==> src/rtl/ad_fifo_ctrl.sv <==
// ad_fifo_ctrl: occupancy tracker and add/drop sequencer for the AD-FIFO cell
// chain of the USB2 elastic buffer. Tracks bits written and read, and when the
// fill leaves the [LO_MARK, HI_MARK] window issues a single add or drop pulse,
// waits for the chain to acknowledge, then holds off before the next correction.
module ad_fifo_ctrl #(
    parameter int DEPTH   = 8,
    parameter int FILL_W  = 4,
    parameter int LO_MARK = 2,
    parameter int HI_MARK = 6,
    parameter int ACK_TO  = 8,
    parameter int HOLDOFF = 4
) (
    input  logic              clk,
    input  logic              reset_n,
    input  logic              enable,
    input  logic              wr_en,
    input  logic              rd_en,
    input  logic              chain_ack,
    output logic              add_left,
    output logic              drop_left,
    output logic              rd_valid,
    output logic [FILL_W-1:0] fill,
    output logic              ovf,
    output logic              unf,
    output logic              ack_err,
    output logic [7:0]        add_cnt,
    output logic [7:0]        drop_cnt
);

    localparam int TMR_W = 8;

    typedef enum logic [2:0] {
        ST_IDLE     = 3'd0,
        ST_PRIME    = 3'd1,
        ST_TRACK    = 3'd2,
        ST_WAIT_ACK = 3'd3,
        ST_HOLDOFF  = 3'd4
    } state_t;

    state_t              state_r;
    state_t              state_s;
    logic [TMR_W-1:0]    timer_r;
    logic [TMR_W-1:0]    timer_s;
    logic                ack_err_set_s;
    logic [FILL_W-1:0]   fill_r;
    logic                ovf_r;
    logic                unf_r;
    logic                ack_err_r;
    logic [7:0]          add_cnt_r;
    logic [7:0]          drop_cnt_r;
    logic                rd_valid_r;
    logic                drop_s;
    logic                add_s;
    logic [FILL_W:0]     sum_s;
    logic                sum_neg_s;
    logic                sum_over_s;

    // Correction pulses: drop has priority, so add and drop are never both high.
    always_comb begin
        drop_s = 1'b0;
        add_s  = 1'b0;
        if (state_r == ST_TRACK) begin
            if (fill_r >= FILL_W'(HI_MARK)) begin
                drop_s = 1'b1;
            end else if (fill_r <= FILL_W'(LO_MARK)) begin
                add_s = 1'b1;
            end else begin
                drop_s = 1'b0;
            end
        end else begin
            add_s = 1'b0;
        end
    end

    // Fill arithmetic one bit wider than the counter so the MSB flags a negative result.
    always_comb begin
        sum_s = {1'b0, fill_r}
              + (FILL_W+1)'(wr_en)
              - (FILL_W+1)'(rd_en & rd_valid_r)
              - (FILL_W+1)'(drop_s)
              + (FILL_W+1)'(add_s);
        sum_neg_s  = sum_s[FILL_W];
        sum_over_s = !sum_s[FILL_W] && (sum_s > (FILL_W+1)'(DEPTH));
    end

    // Sequencer next-state and shared WAIT_ACK/HOLDOFF timer.
    always_comb begin
        state_s       = state_r;
        timer_s       = timer_r;
        ack_err_set_s = 1'b0;
        if (!enable) begin
            state_s = ST_IDLE;
            timer_s = '0;
        end else begin
            case (state_r)
                ST_IDLE: begin
                    state_s = ST_PRIME;
                    timer_s = '0;
                end
                ST_PRIME: begin
                    if (fill_r >= FILL_W'(DEPTH / 2)) begin
                        state_s = ST_TRACK;
                    end else begin
                        state_s = ST_PRIME;
                    end
                end
                ST_TRACK: begin
                    if (drop_s || add_s) begin
                        state_s = ST_WAIT_ACK;
                        timer_s = '0;
                    end else begin
                        state_s = ST_TRACK;
                    end
                end
                ST_WAIT_ACK: begin
                    if (chain_ack) begin
                        state_s = ST_HOLDOFF;
                        timer_s = '0;
                    end else if (timer_r == TMR_W'(ACK_TO - 1)) begin
                        ack_err_set_s = 1'b1;
                        state_s       = ST_HOLDOFF;
                        timer_s       = '0;
                    end else begin
                        timer_s = timer_r + 8'd1;
                    end
                end
                ST_HOLDOFF: begin
                    if (timer_r == TMR_W'(HOLDOFF - 1)) begin
                        state_s = ST_TRACK;
                        timer_s = '0;
                    end else begin
                        timer_s = timer_r + 8'd1;
                    end
                end
                default: begin
                    state_s = ST_IDLE;
                    timer_s = '0;
                end
            endcase
        end
    end

    // State, timer and registered rd_valid (mirrors the next state so it tracks state_r).
    always_ff @(posedge clk or negedge reset_n) begin
        if (!reset_n) begin
            state_r    <= ST_IDLE;
            timer_r    <= '0;
            rd_valid_r <= 1'b0;
        end else begin
            state_r    <= state_s;
            timer_r    <= timer_s;
            rd_valid_r <= (state_s == ST_TRACK) || (state_s == ST_WAIT_ACK) ||
                          (state_s == ST_HOLDOFF);
        end
    end

    // Occupancy with clamping; overflow/underflow/ack-timeout flags are sticky until reset.
    always_ff @(posedge clk or negedge reset_n) begin
        if (!reset_n) begin
            fill_r    <= '0;
            ovf_r     <= 1'b0;
            unf_r     <= 1'b0;
            ack_err_r <= 1'b0;
        end else begin
            if (!enable) begin
                fill_r <= '0;
            end else if (sum_neg_s) begin
                fill_r <= '0;
                unf_r  <= 1'b1;
            end else if (sum_over_s) begin
                fill_r <= FILL_W'(DEPTH);
                ovf_r  <= 1'b1;
            end else begin
                fill_r <= sum_s[FILL_W-1:0];
            end
            if (ack_err_set_s) begin
                ack_err_r <= 1'b1;
            end else begin
                ack_err_r <= ack_err_r;
            end
        end
    end

    // Saturating counts of issued add and drop pulses.
    always_ff @(posedge clk or negedge reset_n) begin
        if (!reset_n) begin
            add_cnt_r  <= 8'd0;
            drop_cnt_r <= 8'd0;
        end else begin
            if (add_s && (add_cnt_r != 8'd255)) begin
                add_cnt_r <= add_cnt_r + 8'd1;
            end else begin
                add_cnt_r <= add_cnt_r;
            end
            if (drop_s && (drop_cnt_r != 8'd255)) begin
                drop_cnt_r <= drop_cnt_r + 8'd1;
            end else begin
                drop_cnt_r <= drop_cnt_r;
            end
        end
    end

    assign add_left  = add_s;
    assign drop_left = drop_s;
    assign rd_valid  = rd_valid_r;
    assign fill      = fill_r;
    assign ovf       = ovf_r;
    assign unf       = unf_r;
    assign ack_err   = ack_err_r;
    assign add_cnt   = add_cnt_r;
    assign drop_cnt  = drop_cnt_r;

endmodule
==> config.mk <==
export PLATFORM = sky130hd
export DESIGN_NAME = ad_fifo_ctrl
export DESIGN_NICKNAME = d
export VERILOG_FILES = /design/src/rtl/ad_fifo_ctrl.sv
export SDC_FILE = /design/constraint.sdc
export NUM_CORES = 1
export LEC_CHECK = 0
export ABC_CLOCK_PERIOD_IN_PS = 9200
export BUFFER_PORTS_ARGS = -buffer_cell sky130_fd_sc_hd__buf_4
export CAP_MARGIN = 30
export CORE_MARGIN = 2
export CORE_UTILIZATION = 50
export DETAILED_ROUTE_END_ITERATION = 16
export PLACE_DENSITY = 0.79
export SLEW_MARGIN = 20
export SYNTH_ARGS = -nofsm -noshare
export SYNTH_HDL_FRONTEND = slang
export SYNTH_SLANG_ARGS = --single-unit
==> constraint.sdc <==
create_clock -name clk -period 9.2 [get_ports clk]
set_input_delay 0.92 -clock clk [delete_from_list [all_inputs] [get_ports clk]]
set_output_delay 0.92 -clock clk [all_outputs]
set_load 0.02 [all_outputs]
# Word level (Yosys, flattened, before mapping)
# Cells that the tools add are included.
[word_totals]
ff_bits = 35
latch_bits = 0
ram_bits = 0
mem_bits_ro = 0
word_cells = 71
mem_count = 0
[op_classes]
addsub = 7
n_mul = 0
div_mod_pow = 0
magnitude_cmp = 4
eq_ne = 13
shift = 0
mux = 25
n_bitwise = 2
n_reduce_logical = 11
[op_table]
columns = ["cell", "count"]
rows = [
  ["two-way mux 8 bit", 5],
  ["case mux 8 bit (4 select lines)", 1],
  ["adder 8 x 1 -> 8 bit (second input constant)", 3],
  ["!= test 8 bit (second input constant)", 2],
  ["case mux 3 bit (5 select lines)", 1],
  ["== test 3 x 2 -> 1 bit (second input constant)", 4],
  ["two-way mux 3 bit", 4],
  ["two-way mux 4 bit", 3],
  ["two-way mux 1 bit", 10],
  ["subtractor 5 x 1 -> 5 bit", 2],
  ["== test 8 x 2 -> 1 bit (second input constant)", 1],
  ["== test 8 x 3 -> 1 bit (second input constant)", 1],
  ["greater-or-equal comparator 4 x 3 -> 1 bit (second input constant)", 2],
  ["== test 3 bit (second input constant)", 2],
  ["adder 4 x 1 -> 5 bit", 1],
  ["adder 5 x 1 -> 5 bit", 1],
  ["> comparator 5 x 4 -> 1 bit (second input constant)", 1],
  ["less-or-equal comparator 4 x 2 -> 1 bit (second input constant)", 1],
  ["AND reduction 2 bit", 2],
  ["== test 3 x 1 -> 1 bit (second input constant)", 1],
  ["logical AND 1 bit", 3],
  ["zero test 3 bit", 1],
  ["logical OR 1 bit", 3],
  ["!= test 3 x 2 -> 1 bit (second input constant)", 1],
  ["6 further kinds", 6],
]

# Depth between registers and ports, before layout
# Gate-level depths: netlist (run 1).
[logic_depth]
word_depth = 11
depth_mapped = 16
mapped_depth_nobuf = 14

# Worst setup path before layout (run 1)
# Ideal clock, no wire load.
[synth_timing]
kind = "reg2reg"
startpoint = "register fill_r[3] (netlist: fill[3])"
endpoint = "register fill_r[0] (netlist: fill[0])"
setup_ps = 74
arrival_time_ps = 3878
slack_ps = 5248
stages_incl_launch_ff = 17
synth_period_minus_slack_ps = 3952
cell_sequence = "dfrtp_1 > inv_1 > ha_1 > clkbuf_1 > a21oi_1 > nor2b_1 > buf_2 > fa_1 > fa_1 > inv_1 > ha_1 > inv_1 > fa_1 > a2111o_1 > a21oi_1 > o211ai_1 > nor2_1"
[synth_via]
elab_chain_cells = 10
elab_cells_between_ends = 17
cone_classes = "4 x add/sub; 3 x order compare; 8 x mux; 2 x reduce/logical"
[synth_lines]
columns = ["item", "line_no", "text"]
rows = [
  ["start: declaration", "45", "logic [FILL_W-1:0] fill_r;"],
  ["start signal: assignment", "171", "fill_r <= FILL_W'(DEPTH);"],
  ["start signal: assignment", "174", "fill_r <= sum_s[FILL_W-1:0];"],
  ["greater-or-equal comparator 4 x 3 -> 1 bit *", "63", "if (fill_r >= FILL_W'(HI_MARK)) begin"],
  ["two-way mux 1 bit *", "63", ""],
  ["two-way mux 1 bit *", "62", "if (state_r == ST_TRACK) begin"],
  ["net drop_left", "20", "output logic drop_left,"],
  ["subtractor 5 x 1 -> 5 bit *", "80", "- (FILL_W+1)'(drop_s)"],
  ["adder 5 x 1 -> 5 bit *", "81", "+ (FILL_W+1)'(add_s);"],
  ["> comparator 5 x 4 -> 1 bit or zero test 1 bit (tied branches)", "83", "sum_over_s = !sum_s[FILL_W] && (sum_s > (FILL_W+1)'(DEPTH));"],
  ["logical AND 1 bit", "83", ""],
  ["two-way mux 4 bit", "170", "end else if (sum_over_s) begin"],
  ["two-way mux 4 bit *", "167", "end else if (sum_neg_s) begin"],
  ["two-way mux 4 bit *", "165", "if (!enable) begin"],
]
# Mark *: on every way through the listed nets, which the timed path passes. The rest lies on a longest branch.
# A chain may end at the register's enable or synchronous reset.

# Worst setup path in the final report (run 1)
[layout_timing]
startpoint = "register fill_r[3] (netlist: fill[3])"
endpoint = "register fill_r[1] (netlist: fill[1])"
[layout_via]
elab_chain_cells = 10
elab_cells_between_ends = 17
cone_classes = "4 x add/sub; 3 x order compare; 8 x mux; 2 x reduce/logical"
[layout_lines]
columns = ["item", "line_no"]
rows = [
  ["parallel branches: the longest is 4 deep, another holds adder 4 x 1 -> 5 bit", "--"],
  ["adder 5 x 1 -> 5 bit *", "81"],
  ["> comparator 5 x 4 -> 1 bit or zero test 1 bit (tied branches)", "83"],
  ["logical AND 1 bit", "83"],
  ["two-way mux 4 bit", "170"],
  ["two-way mux 4 bit *", "167"],
  ["two-way mux 4 bit *", "165"],
]
# Every way passes the cells marked *.

==> results of run 1 <==
## cell usage in the layout (no fill, tap or decap), drive strengths merged, types with 3 or more instances in the layout
cell type / instances
dfrtp: 35
buf: 31
nand3: 14
inv: 13
nor2: 13
nand2: 11
xnor2: 9
ha: 9
a21oi: 7
xor2: 7
and3: 6
nor3: 6
nand4: 5
clkbuf: 5
nor3b: 5
and2: 4
nand2b: 4
and4: 4
a211o: 4
a22o: 3
mux2: 3
fa: 3
a21boi: 3
o21ai: 3
## final timing paths
check | from | end | slack (ps) | cells past startpoint
worst max-delay path | fill[3] | fill[1] | 4830 | 14
worst min-delay path | unf | unf | 460 | 1
worst max register to register | fill[3] | fill[1] | 4830 | 14
worst min register to register | unf | unf | 460 | 1
max in group asynchronous | reset_n | ack_err | 8310 | 1
min in group asynchronous | reset_n | fill[2] | 570 | 1
## layout make-up
class                           count  area (um2)  share of cell area [%]
Multi-Input combinational cell    155        1180                    47.0
Sequential cell                    35         876                    34.8
Timing Repair Buffer               31         233                    9.25
Clock buffer                        5        68.8                    2.73
Tap cell                           50        62.6                    2.49
Inverter                           13        48.8                    1.94
Clock inverter                      3        43.8                    1.74
## metrics by stage
stage / setup WS [ps] / utilization [%] / cell area [um2]
after global placement: 4990 / 59.2 / 2400
after CTS: 4830 / 62.0 / 2520
after global routing: 4530 / 62.0 / 2520
after detailed placement: 4870 / 59.2 / 2400
final: 4830 / 62.0 / 2520
after floorplan: 5250 / - / 2150
## power groups by stage
| stage | registers (mW) | clock network, mW | logic (mW) |
|---|---|---|---|
| after floorplan | 0.220 | 0 | 0.136 |
| after global placement | 0.204 | 0 | 0.212 |
| after detailed placement | 0.205 | 0 | 0.217 |
| after CTS | 0.202 | 0.144 | 0.218 |
| after global routing | 0.206 | 0.150 | 0.242 |
| final | 0.201 | 0.139 | 0.216 |
## cell families (layout without fill, tap and decap cells)
logic type	Yosys count	after routing	synth area share (%)
AO/OA/AOI/OAI	41	41	14.8
XOR/XNOR	16	16	6.53
adder cells (fa/ha/maj)	12	12	8.04
buffers and inverters	21	52	4.08
flip-flops	35	35	40.8
multiplexers	4	4	2.04
AND/OR/NAND/NOR	82	82	23.7
## flip-flops by register name, indices dropped and copies added (netlist names)
signal and flops:
state_r 3, unf 1, rd_valid 1, fill 4, add_cnt 8, timer_r 8
drop_cnt 8, ovf 1, ack_err 1
## layer usage
layer | track usage (%) | wire length (um)
met1 | 24.1 | 1960
met5 | 0 | 0
met3 | 4.51 | 168
met4 | 5.88 | 58
met2 | 31.4 | 2000
## worst max-delay path, stage by stage, from the launching register on
cell and delay [ps]:
sky130_fd_sc_hd__dfrtp_1 460, sky130_fd_sc_hd__inv_1 180, sky130_fd_sc_hd__ha_1 320, sky130_fd_sc_hd__a21oi_1 160, sky130_fd_sc_hd__nor2b_1 620, sky130_fd_sc_hd__fa_1 550
sky130_fd_sc_hd__fa_1 370, sky130_fd_sc_hd__inv_1 60, sky130_fd_sc_hd__ha_1 200, sky130_fd_sc_hd__inv_1 70, sky130_fd_sc_hd__fa_1 480, sky130_fd_sc_hd__a2111o_1 420
sky130_fd_sc_hd__a21oi_1 130, sky130_fd_sc_hd__o211ai_1 140, sky130_fd_sc_hd__nor2_1 130
==> metrics.txt, run 1 <==
# TYPE chip_impl_metric gauge
chip_impl_metric{name="final_layout_size_suffix_gt1_share",unit="%"} 21.5
chip_impl_metric{name="final_antenna_net_count",unit=""} 0
chip_impl_metric{name="switching_power",unit="uW"} 206
chip_impl_metric{name="synth_async_sr_flop_share",unit="%"} 100
chip_impl_info{name="synth.most_common_cell",value="sky130_fd_sc_hd__dfrtp_1"} 1
chip_impl_metric{name="initial_core_util",unit="%"} 52.9
chip_impl_metric{name="comb_power_share",unit="%"} 38.8
chip_impl_metric{name="finalMaxSlewViolations",unit=""} 0
chip_impl_info{name="critical_path_launch_point_type",value="flop"} 1
chip_impl_metric{name="cts_htree_levels",unit=""} 2
chip_impl_metric{name="smallest_hold_slack",unit="ps"} 460
chip_impl_metric{name="nNetsFinal",unit=""} 259
chip_impl_metric{name="dieArea",unit="um2"} 4830
chip_impl_metric{name="vdd.ir_drop.worst",unit="uV"} 104
chip_impl_metric{name="switching_share",unit="%"} 37.0
chip_impl_metric{name="grt_first_pass_wirelength",unit="mm"} 7.34
chip_impl_metric{name="initial_antenna_violation_count",unit=""} 0
chip_impl_metric{name="fin_setup_tns",unit="ps"} 0
chip_impl_metric{name="setup_clock_skew_after_layout",unit="ps"} 7.19
chip_impl_metric{name="cts_max_path_buffers",unit=""} 2
chip_impl_metric{name="fmax",unit="MHz"} 229
chip_impl_info{name="rsz_0062_raised_after_global_routing",value="false"} 1
chip_impl_info{name="worst_hold_path_type",value="reg2reg"} 1
chip_impl_metric{name="syn-mean-instance-area",unit="um2"} 10.2
chip_impl_metric{name="cp.required",unit="ps"} 9420
chip_impl_metric{name="iteration_0_drc_markers",unit=""} 90
chip_impl_metric{name="die_h",unit="um"} 69.5
chip_impl_metric{name="floorplan.rows",unit=""} 23
chip_impl_metric{name="fin_crit_sh",unit="%"} 47.5
chip_impl_metric{name="clock_power_share",unit="%"} 25.0
chip_impl_metric{name="fp.dieW",unit="um"} 69.5
chip_impl_info{name="outcome",value="finished, final reports clean"} 1
chip_impl_metric{name="drt-pass1-iter-count",unit=""} 4
chip_impl_info{name="synth_top_cell_by_area",value="sky130_fd_sc_hd__dfrtp_1"} 1
chip_impl_metric{name="yosysTopAreaCellShare",unit="%"} 40.8
chip_impl_metric{name="maxCapViolCount",unit=""} 0
chip_impl_metric{name="pin_count",unit=""} 32
chip_impl_metric{name="grt_max_degree",unit=""} 36
chip_impl_metric{name="grt_pass1_vias",unit=""} 1607
chip_impl_info{name="cp-end-kind",value="flop"} 1
chip_impl_metric{name="fillers",unit=""} 339
chip_impl_metric{name="netlist_instances",unit=""} 211
chip_impl_metric{name="synth.distinct_cells",unit=""} 55
chip_impl_metric{name="internal_power_summed_over_all_cells",unit="uW"} 351
chip_impl_metric{name="timing_worst_slew_pin_value",unit="ps"} 758
chip_impl_metric{name="synthesis.nets",unit=""} 229
chip_impl_metric{name="routabilityCongestion",unit=""} 0.882
chip_impl_metric{name="timing.slew.headroom",unit="%"} 49.4
chip_impl_metric{name="synth.yosys.seq_area_share",unit="%"} 40.8
chip_impl_metric{name="cp_data_arrival_time",unit="ps"} 4590
chip_impl_metric{name="drt-vias-per-instance",unit=""} 5.77
chip_impl_metric{name="synth_seq_cells",unit=""} 35
chip_impl_metric{name="finalSetupViolations",unit=""} 0
chip_impl_metric{name="clock_sink_count",unit=""} 35
chip_impl_metric{name="cts.hold.buffers_added",unit=""} 0
chip_impl_metric{name="syn_area",unit="um2"} 2150
chip_impl_metric{name="clkTransAtPathRegs",unit="ps"} 70
chip_impl_metric{name="postCtsResizedCells",unit=""} 0
chip_impl_info{name="synth_top_cells_by_count",value="sky130_fd_sc_hd__dfrtp_1, sky130_fd_sc_hd__nand3_1, sky130_fd_sc_hd__inv_1, sky130_fd_sc_hd__nor2_1, sky130_fd_sc_hd__nand2_1"} 1
chip_impl_metric{name="antenna_cells",unit=""} 0
chip_impl_metric{name="wl_final",unit="mm"} 4.19
chip_impl_metric{name="synth-warning-count",unit=""} 0
chip_impl_metric{name="core_area",unit="um2"} 4060
chip_impl_metric{name="dr_total_vias",unit=""} 1685
chip_impl_info{name="synthTopCellsByArea",value="sky130_fd_sc_hd__dfrtp_1, sky130_fd_sc_hd__ha_1, sky130_fd_sc_hd__xnor2_1"} 1
chip_impl_metric{name="final_cell_count_without_fillers",unit=""} 292
chip_impl_info{name="crit_type",value="reg2reg"} 1
chip_impl_metric{name="static-leakage-power",unit="nW"} 1.22
chip_impl_info{name="leading_register_cell_type_out_of_synthesis",value="sky130_fd_sc_hd__dfrtp_1"} 1
chip_impl_metric{name="clock_insertion_delay_worst_skew",unit="ps"} 290
chip_impl_info{name="clk_root_buffer_cell",value="sky130_fd_sc_hd__clkbuf_8"} 1
chip_impl_metric{name="powerDensity",unit="nW/um2"} 221
chip_impl_metric{name="finalPower",unit="uW"} 557
chip_impl_metric{name="flow.area_growth_from_synthesis",unit="%"} 17.2
chip_impl_metric{name="crit_path_max_fanout",unit=""} 10
chip_impl_metric{name="grtUsageTotal",unit="%"} 18.8
chip_impl_metric{name="setup_fix_buffers_added_after_clock_tree_synthesis",unit=""} 0
chip_impl_metric{name="sequentialPowerShare",unit="%"} 36.2
chip_impl_metric{name="cts_inserted_buffers",unit=""} 5
chip_impl_metric{name="grt_overflow",unit=""} 0
chip_impl_metric{name="post-route-min-period",unit="ps"} 4370
chip_impl_metric{name="number_of_synthesized_flops_with_an_enable_pin",unit=""} 0
chip_impl_info{name="cts_tree",value="done"} 1
chip_impl_metric{name="buffer_ports.inserted",unit=""} 31
chip_impl_metric{name="place_inst",unit=""} 284
chip_impl_metric{name="final-hold-violation-count",unit=""} 0
chip_impl_metric{name="drc",unit=""} 0
chip_impl_metric{name="post-dp-hpwl",unit="mm"} 2.99
chip_impl_metric{name="wl_per_cell",unit="um"} 14.3
Note: power is estimated with default switching activity, not from simulation.
==> inputs of run 2 (changes only) <==
--- a/config.mk
+++ b/config.mk
@@ -5,13 +5,13 @@
 export SDC_FILE = /design/constraint.sdc
 export NUM_CORES = 1
 export LEC_CHECK = 0
-export ABC_CLOCK_PERIOD_IN_PS = 9200
+export ABC_CLOCK_PERIOD_IN_PS = 3950
 export BUFFER_PORTS_ARGS = -buffer_cell sky130_fd_sc_hd__buf_4
 export CAP_MARGIN = 30
 export CORE_MARGIN = 2
 export CORE_UTILIZATION = 50
 export DETAILED_ROUTE_END_ITERATION = 16
-export PLACE_DENSITY = 0.79
+export PLACE_DENSITY = 0.82
 export SLEW_MARGIN = 20
 export SYNTH_ARGS = -nofsm -noshare
 export SYNTH_HDL_FRONTEND = slang
==> constraint.sdc (replaced) <==
create_clock -name clk -period 3.95 [get_ports clk]
set_input_delay 0.395 -clock clk [delete_from_list [all_inputs] [get_ports clk]]
set_output_delay 0.395 -clock clk [all_outputs]
set_load 0.02 [all_outputs]
==> metrics.txt, run 2 (synthesis gave the netlist of run 1 again) <==
# TYPE chip_impl_metric gauge
chip_impl_info{name="outcome",value="finished, final reports clean"} 1
chip_impl_metric{name="core_area",unit="um2"} 4060
chip_impl_info{name="worst_hold_path_type",value="in2async"} 1
chip_impl_metric{name="post-dp-hpwl",unit="mm"} 3.27
chip_impl_metric{name="cts_htree_levels",unit=""} 2
chip_impl_metric{name="vdd.ir_drop.worst",unit="uV"} 262
chip_impl_metric{name="crit_path_max_fanout",unit=""} 8
chip_impl_metric{name="wl_final",unit="mm"} 4.48
chip_impl_info{name="cts_tree",value="done"} 1
chip_impl_metric{name="routabilityCongestion",unit=""} 0.832
chip_impl_info{name="crit_type",value="reg2reg"} 1
chip_impl_metric{name="dieArea",unit="um2"} 4830
chip_impl_metric{name="grt_max_degree",unit=""} 36
chip_impl_metric{name="static-leakage-power",unit="nW"} 1.22
chip_impl_info{name="critical_path_launch_point_type",value="flop"} 1
chip_impl_metric{name="drc",unit=""} 0
chip_impl_info{name="cp-end-kind",value="flop"} 1
chip_impl_info{name="critical_path.reg2reg.endpoint",value="fill[2]"} 1
chip_impl_metric{name="final_layout_size_suffix_gt1_share",unit="%"} 24.3
chip_impl_metric{name="drt-vias-per-instance",unit=""} 5.79
chip_impl_info{name="worst_path_max_delay_cell",value="sky130_fd_sc_hd__fa_1"} 1
chip_impl_metric{name="setup_clock_skew_after_layout",unit="ps"} 3.98
chip_impl_metric{name="final_antenna_net_count",unit=""} 0
chip_impl_metric{name="final-hold-violation-count",unit=""} 0
chip_impl_metric{name="wl_per_cell",unit="um"} 15.3
chip_impl_metric{name="antenna_cells",unit=""} 0
chip_impl_metric{name="grt_pass1_vias",unit=""} 1641
chip_impl_metric{name="grtUsageTotal",unit="%"} 19.4
chip_impl_metric{name="layout.core_utilization",unit="%"} 62.1
chip_impl_metric{name="timing.slew.headroom",unit="%"} 70.4
chip_impl_metric{name="pin_count",unit=""} 32
chip_impl_metric{name="floorplan.rows",unit=""} 23
chip_impl_metric{name="flow.area_growth_from_synthesis",unit="%"} 17.3
chip_impl_metric{name="fin_crit_sh",unit="%"} 95.5
chip_impl_info{name="crit_top_cell",value="sky130_fd_sc_hd__fa_1"} 1
chip_impl_metric{name="nNetsFinal",unit=""} 261
chip_impl_metric{name="buffer_ports.inserted",unit=""} 31
chip_impl_metric{name="maxCapViolCount",unit=""} 0
chip_impl_metric{name="post-route-min-period",unit="ps"} 3770
chip_impl_metric{name="clock_sink_count",unit=""} 35
chip_impl_metric{name="final_cell_count_without_fillers",unit=""} 293
chip_impl_metric{name="initial_core_util",unit="%"} 52.9
chip_impl_metric{name="clock_power_share",unit="%"} 20.8
chip_impl_metric{name="fp.dieW",unit="um"} 69.5
chip_impl_metric{name="fmax",unit="MHz"} 265
chip_impl_info{name="worstReg2RegStart",value="fill[3]"} 1
chip_impl_metric{name="timing.reg2reg.setup_slack",unit="ps"} 180
chip_impl_metric{name="dr_total_vias",unit=""} 1697
chip_impl_metric{name="fin_setup_tns",unit="ps"} 0
chip_impl_metric{name="finalMaxSlewViolations",unit=""} 0
chip_impl_metric{name="cts_max_path_buffers",unit=""} 2
chip_impl_metric{name="initial_antenna_violation_count",unit=""} 0
chip_impl_metric{name="powerDensity",unit="nW/um2"} 500
chip_impl_metric{name="reg2reg_depth",unit=""} 14
chip_impl_metric{name="clkTransAtPathRegs",unit="ps"} 70
chip_impl_metric{name="switching_share",unit="%"} 38.4
chip_impl_metric{name="sequentialPowerShare",unit="%"} 37.8
chip_impl_metric{name="comb_power_share",unit="%"} 41.5
chip_impl_metric{name="cp_data_arrival_time",unit="ps"} 3980
chip_impl_metric{name="cp.required",unit="ps"} 4160
chip_impl_info{name="worstPathCellList",value="inv_2 > ha_2 > a21oi_2 > o211ai_2 > fa_1 > fa_1 > inv_1 > ha_1 > inv_1 > fa_1 > a2111o_1 > a21oi_1 > o211ai_1 > nor2_1"} 1
chip_impl_metric{name="switching_power",unit="uW"} 484
chip_impl_metric{name="die_h",unit="um"} 69.5
chip_impl_metric{name="finalSetupViolations",unit=""} 0
chip_impl_metric{name="cts_inserted_buffers",unit=""} 5
chip_impl_metric{name="grt_first_pass_wirelength",unit="mm"} 7.60
chip_impl_info{name="layout_common_cells",value="sky130_fd_sc_hd__dfrtp_1, sky130_fd_sc_hd__buf_4, sky130_fd_sc_hd__nand3_1, sky130_fd_sc_hd__nor2_1, sky130_fd_sc_hd__inv_1"} 1
chip_impl_info{name="clk_root_buffer_cell",value="sky130_fd_sc_hd__clkbuf_8"} 1
chip_impl_metric{name="max_stage_delay",unit="ps"} 510
chip_impl_metric{name="clock_insertion_delay_worst_skew",unit="ps"} 280
chip_impl_metric{name="timing_worst_slew_pin_value",unit="ps"} 441
chip_impl_metric{name="internal_power_summed_over_all_cells",unit="uW"} 776
chip_impl_metric{name="place_inst",unit=""} 286
chip_impl_metric{name="drt-pass1-iter-count",unit=""} 4
chip_impl_metric{name="iteration_0_drc_markers",unit=""} 123
chip_impl_info{name="rsz_0062_raised_after_global_routing",value="false"} 1
chip_impl_metric{name="grt_overflow",unit=""} 0
==> run 2: worst max-delay path: cells and delay by family (launching register included) <==
family,cells,cell delay (ps)
fa+ha+maj,5,1790
compound gates,5,1070
simple gates,1,130
flops,1,460
buf+inv,3,230
==> run 2: cell type report <==
class                           instances  area (um2)
Multi-Input combinational cell        155        1190
Clock inverter                          1        5.00
Clock buffer                            6        82.6
Timing Repair Buffer                   33         248
Sequential cell                        35         878
Fill cell                             343        1540
Tap cell                               50        62.6
Inverter                               13        48.8
==> run 2: metal layers <==
metal / vias to the layer above / GRT usage (%) / share of wire [%]
met2: 40 / 32.5 / 49
li1: 824 / - / -
met4: 0 / 7.63 / 2.1
met3: 11 / 4.07 / 4.4
met5: - / 0 / 0
met1: 822 / 24.5 / 44
==> run 2: worst max path at each step <==
stage	start	end	slack (ps)	depth (start not counted)
2_1_floorplan	fill[3]	fill[0]	90	16
3_3_place_gp	fill[3]	fill[1]	190	14
3_5_place_dp	fill[3]	fill[1]	-0.4	14
4_1_cts	fill[3]	fill[1]	60	14
5_1_grt	fill[3]	fill[2]	10	14
6_report	fill[3]	fill[2]	180	14
==> run 2: repair_timing <==
action / 4_1_cts / 5_1_grt
hold buffers: 0 / 0
gates cloned: 0 / 0
buffers inserted: 0 / 0
resized for setup: 1 / 4
pin swaps: 0 / 0
endpoints found under the hold margin: 0 / 0
setup endpoints to repair: 2 / 5
==> run 2: metrics by stage <==
step	hold slack [ps]	setup WS, ps	total power, mW	cell area (um2)
after floorplan	99.4	92.7	0.830	2150
after global placement	374	193	0.970	2420
after detailed placement	371	-0.443	0.995	2420
after CTS	66.6	58.6	1.26	2510
after global routing	89.7	12.1	1.34	2520
final	50.3	177	1.26	2520
==> run 2: power by group through the flow <==
stage / Sequential [mW] / Combinational, mW / Clock, mW
3_5_place_dp: 0.480 / 0.515 / 0
4_1_cts: 0.474 / 0.520 / 0.266
3_3_place_gp: 0.475 / 0.495 / 0
6_report: 0.476 / 0.522 / 0.262
5_1_grt: 0.487 / 0.569 / 0.284
2_1_floorplan: 0.512 / 0.318 / 0
